[src/rtl/mips_pkg.sv]
// ============================================================================
// mips_pkg: multiply/divide opcodes, FSM states and the shared negate helper.
// Revision: 1.0
// ============================================================================
`default_nettype none

package mips_pkg;

   typedef enum logic [2:0] {
      MD_MULT  = 3'd0,
      MD_MULTU = 3'd1,
      MD_DIV   = 3'd2,
      MD_DIVU  = 3'd3,
      MD_MTHI  = 3'd4,
      MD_MTLO  = 3'd5
   } md_op_t;

   typedef enum logic [1:0] {
      MD_IDLE = 2'd0,
      MD_CALC = 2'd1,
      MD_FIX  = 2'd2
   } md_state_t;

   localparam int MD_ITER = 32;

   function automatic logic [31:0] twos_neg(input logic [31:0] v);
      return ~v + 32'd1;
   endfunction

endpackage

`default_nettype wire

[src/rtl/mult_div_unit.sv]
// ============================================================================
// mult_div_unit: 34-cycle iterative MULT/MULTU/DIV/DIVU with HI/LO registers.
// Revision: 1.0
// ============================================================================
`default_nettype none

module mult_div_unit
   import mips_pkg::*;
(
   input  logic        clk,
   input  logic        rst,
   input  logic        start,
   input  md_op_t      op,
   input  logic [31:0] operand_a,
   input  logic [31:0] operand_b,
   output logic        busy,
   output logic        done,
   output logic [31:0] hi,
   output logic [31:0] lo
);

   localparam logic [4:0] LAST_ITER = 5'(MD_ITER - 1);

   md_state_t   state_q, state_d;
   logic [4:0]  cnt_q, cnt_d;
   // Multiply: {partial product, multiplier}. Divide: {remainder, dividend/quotient}.
   logic [63:0] acc_q, acc_d;
   logic [31:0] opb_q, opb_d;
   logic        is_div_q, is_div_d;
   logic        neg_res_q, neg_res_d;
   logic        neg_rem_q, neg_rem_d;
   logic        div0_q, div0_d;
   logic        busy_q, busy_d;
   logic        done_q, done_d;
   logic [31:0] hi_q, hi_d;
   logic [31:0] lo_q, lo_d;

   logic        signed_op, sign_a, sign_b;
   logic [31:0] mag_a, mag_b;
   logic [32:0] mul_sum, div_shift, div_diff;
   logic        q_bit;
   logic [31:0] prod_lo, prod_hi, quot, rem;

   always_comb begin
      signed_op = (op == MD_MULT) || (op == MD_DIV);
      sign_a    = signed_op & operand_a[31];
      sign_b    = signed_op & operand_b[31];
      mag_a     = sign_a ? twos_neg(operand_a) : operand_a;
      mag_b     = sign_b ? twos_neg(operand_b) : operand_b;

      mul_sum   = {1'b0, acc_q[63:32]} + (acc_q[0] ? {1'b0, opb_q} : 33'd0);
      div_shift = acc_q[63:31];
      div_diff  = div_shift - {1'b0, opb_q};
      q_bit     = ~div_diff[32];

      prod_lo   = neg_res_q ? twos_neg(acc_q[31:0]) : acc_q[31:0];
      prod_hi   = neg_res_q ? (~acc_q[63:32] + {31'd0, (acc_q[31:0] == 32'd0)})
                            : acc_q[63:32];
      quot      = neg_res_q ? twos_neg(acc_q[31:0]) : acc_q[31:0];
      rem       = neg_rem_q ? twos_neg(acc_q[63:32]) : acc_q[63:32];
   end

   always_comb begin
      state_d   = state_q;
      cnt_d     = cnt_q;
      acc_d     = acc_q;
      opb_d     = opb_q;
      is_div_d  = is_div_q;
      neg_res_d = neg_res_q;
      neg_rem_d = neg_rem_q;
      div0_d    = div0_q;
      done_d    = 1'b0;
      hi_d      = hi_q;
      lo_d      = lo_q;

      case (state_q)
         MD_IDLE: begin
            if (start) begin
               case (op)
                  MD_MULT, MD_MULTU, MD_DIV, MD_DIVU: begin
                     is_div_d  = (op == MD_DIV) || (op == MD_DIVU);
                     neg_res_d = sign_a ^ sign_b;
                     neg_rem_d = sign_a;
                     div0_d    = (operand_b == 32'd0);
                     cnt_d     = 5'd0;
                     state_d   = MD_CALC;
                     if ((op == MD_DIV) || (op == MD_DIVU)) begin
                        acc_d = {32'd0, mag_a};
                        opb_d = mag_b;
                     end else begin
                        acc_d = {32'd0, mag_b};
                        opb_d = mag_a;
                     end
                  end
                  MD_MTHI: begin
                     hi_d   = operand_a;
                     done_d = 1'b1;
                  end
                  MD_MTLO: begin
                     lo_d   = operand_a;
                     done_d = 1'b1;
                  end
                  default: ;
               endcase
            end
         end

         MD_CALC: begin
            if (is_div_q) begin
               acc_d = {(q_bit ? div_diff[31:0] : div_shift[31:0]), acc_q[30:0], q_bit};
            end else begin
               acc_d = {mul_sum, acc_q[31:1]};
            end
            cnt_d = cnt_q + 5'd1;
            if (cnt_q == LAST_ITER) begin
               state_d = MD_FIX;
            end
         end

         MD_FIX: begin
            // With a zero divisor the remainder path already reproduces operand_a.
            if (is_div_q) begin
               lo_d = div0_q ? 32'hFFFF_FFFF : quot;
               hi_d = rem;
            end else begin
               lo_d = prod_lo;
               hi_d = prod_hi;
            end
            done_d  = 1'b1;
            state_d = MD_IDLE;
         end

         default: state_d = MD_IDLE;
      endcase

      busy_d = (state_d != MD_IDLE);
   end

   always_ff @(posedge clk or posedge rst) begin
      if (rst) begin
         state_q   <= MD_IDLE;
         cnt_q     <= 5'd0;
         acc_q     <= 64'd0;
         opb_q     <= 32'd0;
         is_div_q  <= 1'b0;
         neg_res_q <= 1'b0;
         neg_rem_q <= 1'b0;
         div0_q    <= 1'b0;
         busy_q    <= 1'b0;
         done_q    <= 1'b0;
         hi_q      <= 32'd0;
         lo_q      <= 32'd0;
      end else begin
         state_q   <= state_d;
         cnt_q     <= cnt_d;
         acc_q     <= acc_d;
         opb_q     <= opb_d;
         is_div_q  <= is_div_d;
         neg_res_q <= neg_res_d;
         neg_rem_q <= neg_rem_d;
         div0_q    <= div0_d;
         busy_q    <= busy_d;
         done_q    <= done_d;
         hi_q      <= hi_d;
         lo_q      <= lo_d;
      end
   end

   assign busy = busy_q;
   assign done = done_q;
   assign hi   = hi_q;
   assign lo   = lo_q;

endmodule

`default_nettype wire
[config.mk]
export PLATFORM = sky130hd
export DESIGN_NAME = mult_div_unit
export DESIGN_NICKNAME = d
export VERILOG_FILES = /design/src/rtl/mips_pkg.sv /design/src/rtl/mult_div_unit.sv
export SDC_FILE = /design/constraint.sdc
export NUM_CORES = 1
export LEC_CHECK = 0
export ABC_CLOCK_PERIOD_IN_PS = 14600
export CAP_MARGIN = 20
export CORE_MARGIN = 1
export CORE_UTILIZATION = 35
export CTS_CLUSTER_DIAMETER = 40
export CTS_CLUSTER_SIZE = 40
export DETAILED_ROUTE_END_ITERATION = 10
export GPL_TIMING_DRIVEN = 0
export PLACE_DENSITY = 0.52
export SLEW_MARGIN = 20
export SYNTH_ARGS = -nofsm -noshare
export SYNTH_HDL_FRONTEND = slang
export SYNTH_SLANG_ARGS = --single-unit
[constraint.sdc]
create_clock -name clk -period 14.6 [get_ports clk]
set_input_delay 2.92 -clock clk [delete_from_list [all_inputs] [get_ports clk]]
set_output_delay 2.92 -clock clk [all_outputs]
set_load 0.005 [all_outputs]
==> reports/metrics.cfg <==
[outcome]
status=finished, final reports clean

[placed_design]
numPortBuffers=130
gp_congestion=0.9455
place_ws_ns=7.836
hpwlAfterDp_um=50700
place_area_um2=17220

[clock_network]
cts_tree=yes
cts_setup_buffers=0
numCtsBuffers=17
htreeDepth=4
cts.sinks=173
ctsRootBufferMaster=clkbuf_16
cts.clk_slew.worst_paths_ns=0.08
cts_hold_buffers=0
cts_buffer_depth=2
clk_latency_ns=0.50
cts_resized=0

[synth]
synth_ff_type=dfrtp_1
ys_seq_elements=173
synth_edf_count=0
synth.net_count=2097
yosys_warnings=0
async_flop_share_pct=100.0
ys_types=73
yosysSeqAreaShare_pct=28.57
avgSynthCellArea_um2=7.758
netlist_instances=1953
syn-cell-area_um2=15150

[drt]
wl_per_cell_um=23.54
drt_iter0_drc=1379
vias_per_cell=5.853
drt_pass1_iterations=5
postRouteAntennaNets=0
vias=15770
drc=0
drt-total-wl_um=63420

[final_layout]
finalInstanceArea_um2=17870
diodes=0
area_growth_pct=17.94
drive_above_1_share_pct=3.968
nFillCells=4352
fin_nets=2248

[critical_path]
worst_ep_arrival_time_ns=7.14
crit_top_cell=o21ai_0
cp_top_family=simple AND/OR/NAND/NOR gates
crit_fanout=10
slowest_stage=or4b_2
crit_chain=inv_1 > clkbuf_1 > ha_1 > nand2b_1 > or3_1 > or4_1 > or2_2 > nor4_2 > ha_1 > or4b_2 > o21ai_0 > o21ai_0 > or3_1 > o31ai_1 > xor2_1 > o21ai_0
cp.required_ns=14.93
crit_path_end_kind=register
max_stage_delay_ns=0.70
crit_buf_inv=2
critPathKind=register to register
cp-start-kind=register

[power]
leakage_uw=0.007556
total_power_uw=4646
ir_drop_uv=94.11
power.density_nw_per_um2=260.0

[floorplanning]
die_w_um=210.1
io_pins=136
placementRows=75
coreArea_um2=42320
die-area_um2=44130
die_y_um=210.1
initial_core_util_pct=35.80

[global_route]
grt_start_max_net_pins=97
antenna_found_initial=2
grt-ovfl-total=0
grt_pass1_vias=15010
track_usage_pct=28.96
grt_pass1_wl_um=95160

[sta]
fin_tns_setup_ns=0
hold_violations=0
fin_crit_sh_pct=46.61
hold_ws_ns=0.4773
grt_setup_unrepaired=false
post-route-min-period_ns=6.804
fin_ws_ns=7.796
timing.final.max_slew_violations=0
worst_clock_skew_ns=0.01561
setup_viol=0
relSlewSlack_pct=20.15
worst_pin_slew_ns=1.187
fmax_mhz=147.0

[worst_hold_path]
min_path_type=register to register

[flow_run]
drv_cap=0

## report_power, final
part           total [µW]  switching (µW)  internal [µW]
sequential            998             296            702
clock                 527             246            281
combinational        3120            1850           1280
total                4650            2390           2260
## cell usage after synthesis (all sizes together), types with 23 or more instances
cell type / instances / area, µm²
o31ai: 23 / 186.4
a22oi: 24 / 180.2
or3: 26 / 182.7
mux2i: 71 / 710.7
a32oi: 24 / 210.2
inv: 67 / 251.5
a21o: 41 / 307.8
o21ai: 211 / 1056
dfrtp: 173 / 4329
a21oi: 163 / 815.8
a31oi: 26 / 162.7
xnor2: 82 / 718.2
clkbuf: 93 / 350.3
xor2: 78 / 683.2
nor2: 210 / 788.3
ha: 72 / 900.9
nor3: 29 / 145.1
nand2: 230 / 863.3
## flip-flops by register name, indices dropped and copies added, names as in the netlist, 2 cells and up
| register | count |
|---|---|
| acc_q | 64 |
| hi | 32 |
| lo | 32 |
| opb_q | 32 |
| cnt_q | 5 |
| state_q | 2 |
## cell families (layout without fill, tap and decap cells)
kind of cell | count (synthesis) | count (layout) | share of synthesized area [%]
simple gates | 645 | 645 | 19.54
fa+ha+maj | 74 | 74 | 6.210
xor+xnor | 160 | 160 | 9.249
flops | 173 | 173 | 28.57
buf+inv | 177 | 341 | 4.434
mux | 88 | 88 | 5.954
compound gates | 636 | 636 | 26.04
## per-layer routing
metal / track usage [%] / share of wire, % / up-vias
met5: 0 / 0 / -
met4: 7.803 / 2.0 / 0
met2: 43.58 / 43 / 590
met3: 4.365 / 6.2 / 62
met1: 42.71 / 49 / 7752
li1: - / - / 7364
## worst register-to-register path: cells and delay by family (launching register included)
family / cells / cell delay (ns)
xor+xnor: 1 / 0.32
fa+ha+maj: 2 / 0.66
buf+inv: 2 / 0.98
flops: 1 / 0.51
compound gates: 4 / 0.88
simple gates: 7 / 3.29
## placed cells by master (no fill, tap or decap), types with 20 or more instances in the layout
| cell | n |
|---|---|
| nand2_1 | 230 |
| nor2_1 | 210 |
| o21ai_0 | 210 |
| dfrtp_1 | 173 |
| a21oi_1 | 163 |
| clkdlybuf4s50_1 | 130 |
| clkbuf_1 | 92 |
| xnor2_1 | 82 |
| xor2_1 | 78 |
| ha_1 | 72 |
| mux2i_1 | 71 |
| inv_1 | 65 |
| a21o_1 | 41 |
| nor3_1 | 29 |
| a31oi_1 | 26 |
| a22oi_1 | 24 |
| a32oi_1 | 24 |
| or3_1 | 22 |
| o211ai_1 | 22 |
| o31ai_1 | 21 |
| nand3_1 | 20 |
## area by class of cell
type | instances | area [µm²] | share of cell area, %
Inverter | 67 | 259.0 | 1.449
Sequential cell | 173 | 4329 | 24.22
Multi-Input combinational cell | 1603 | 10170 | 56.89
Timing Repair Buffer | 132 | 1334 | 7.463
Tap cell | 577 | 721.9 | 4.040
Buffer | 110 | 420.4 | 2.352
Clock buffer | 18 | 439.2 | 2.457
Clock inverter | 14 | 201.4 | 1.127
## path summary, 6_finish.rpt
kind	slack (ns)	end	startpoint	depth (start not counted)
setup reg to reg	7.80	hi[27]$_DFFE_PP0P_	acc_q[0]$_DFFE_PP0P_	16
max in group asynchronous	10.76	hi[28]$_DFFE_PP0P_	rst	3
hold / removal	0.48	lo[22]$_DFFE_PP0P_	lo[22]$_DFFE_PP0P_	1
min in group asynchronous	2.94	busy$_DFF_PP0_	rst	2
hold reg to reg	0.48	lo[22]$_DFFE_PP0P_	lo[22]$_DFFE_PP0P_	1
setup / recovery	7.80	hi[27]$_DFFE_PP0P_	acc_q[0]$_DFFE_PP0P_	16
## through the flow
step,utilization (%),std cells
3_3_place_gp,40.58,2660
3_5_place_dp,40.69,2661
5_1_grt,42.23,2694
4_1_cts,42.20,2693
2_1_floorplan,-,1953
6_report,42.23,2694
Power figures use the tool's default switching activity.
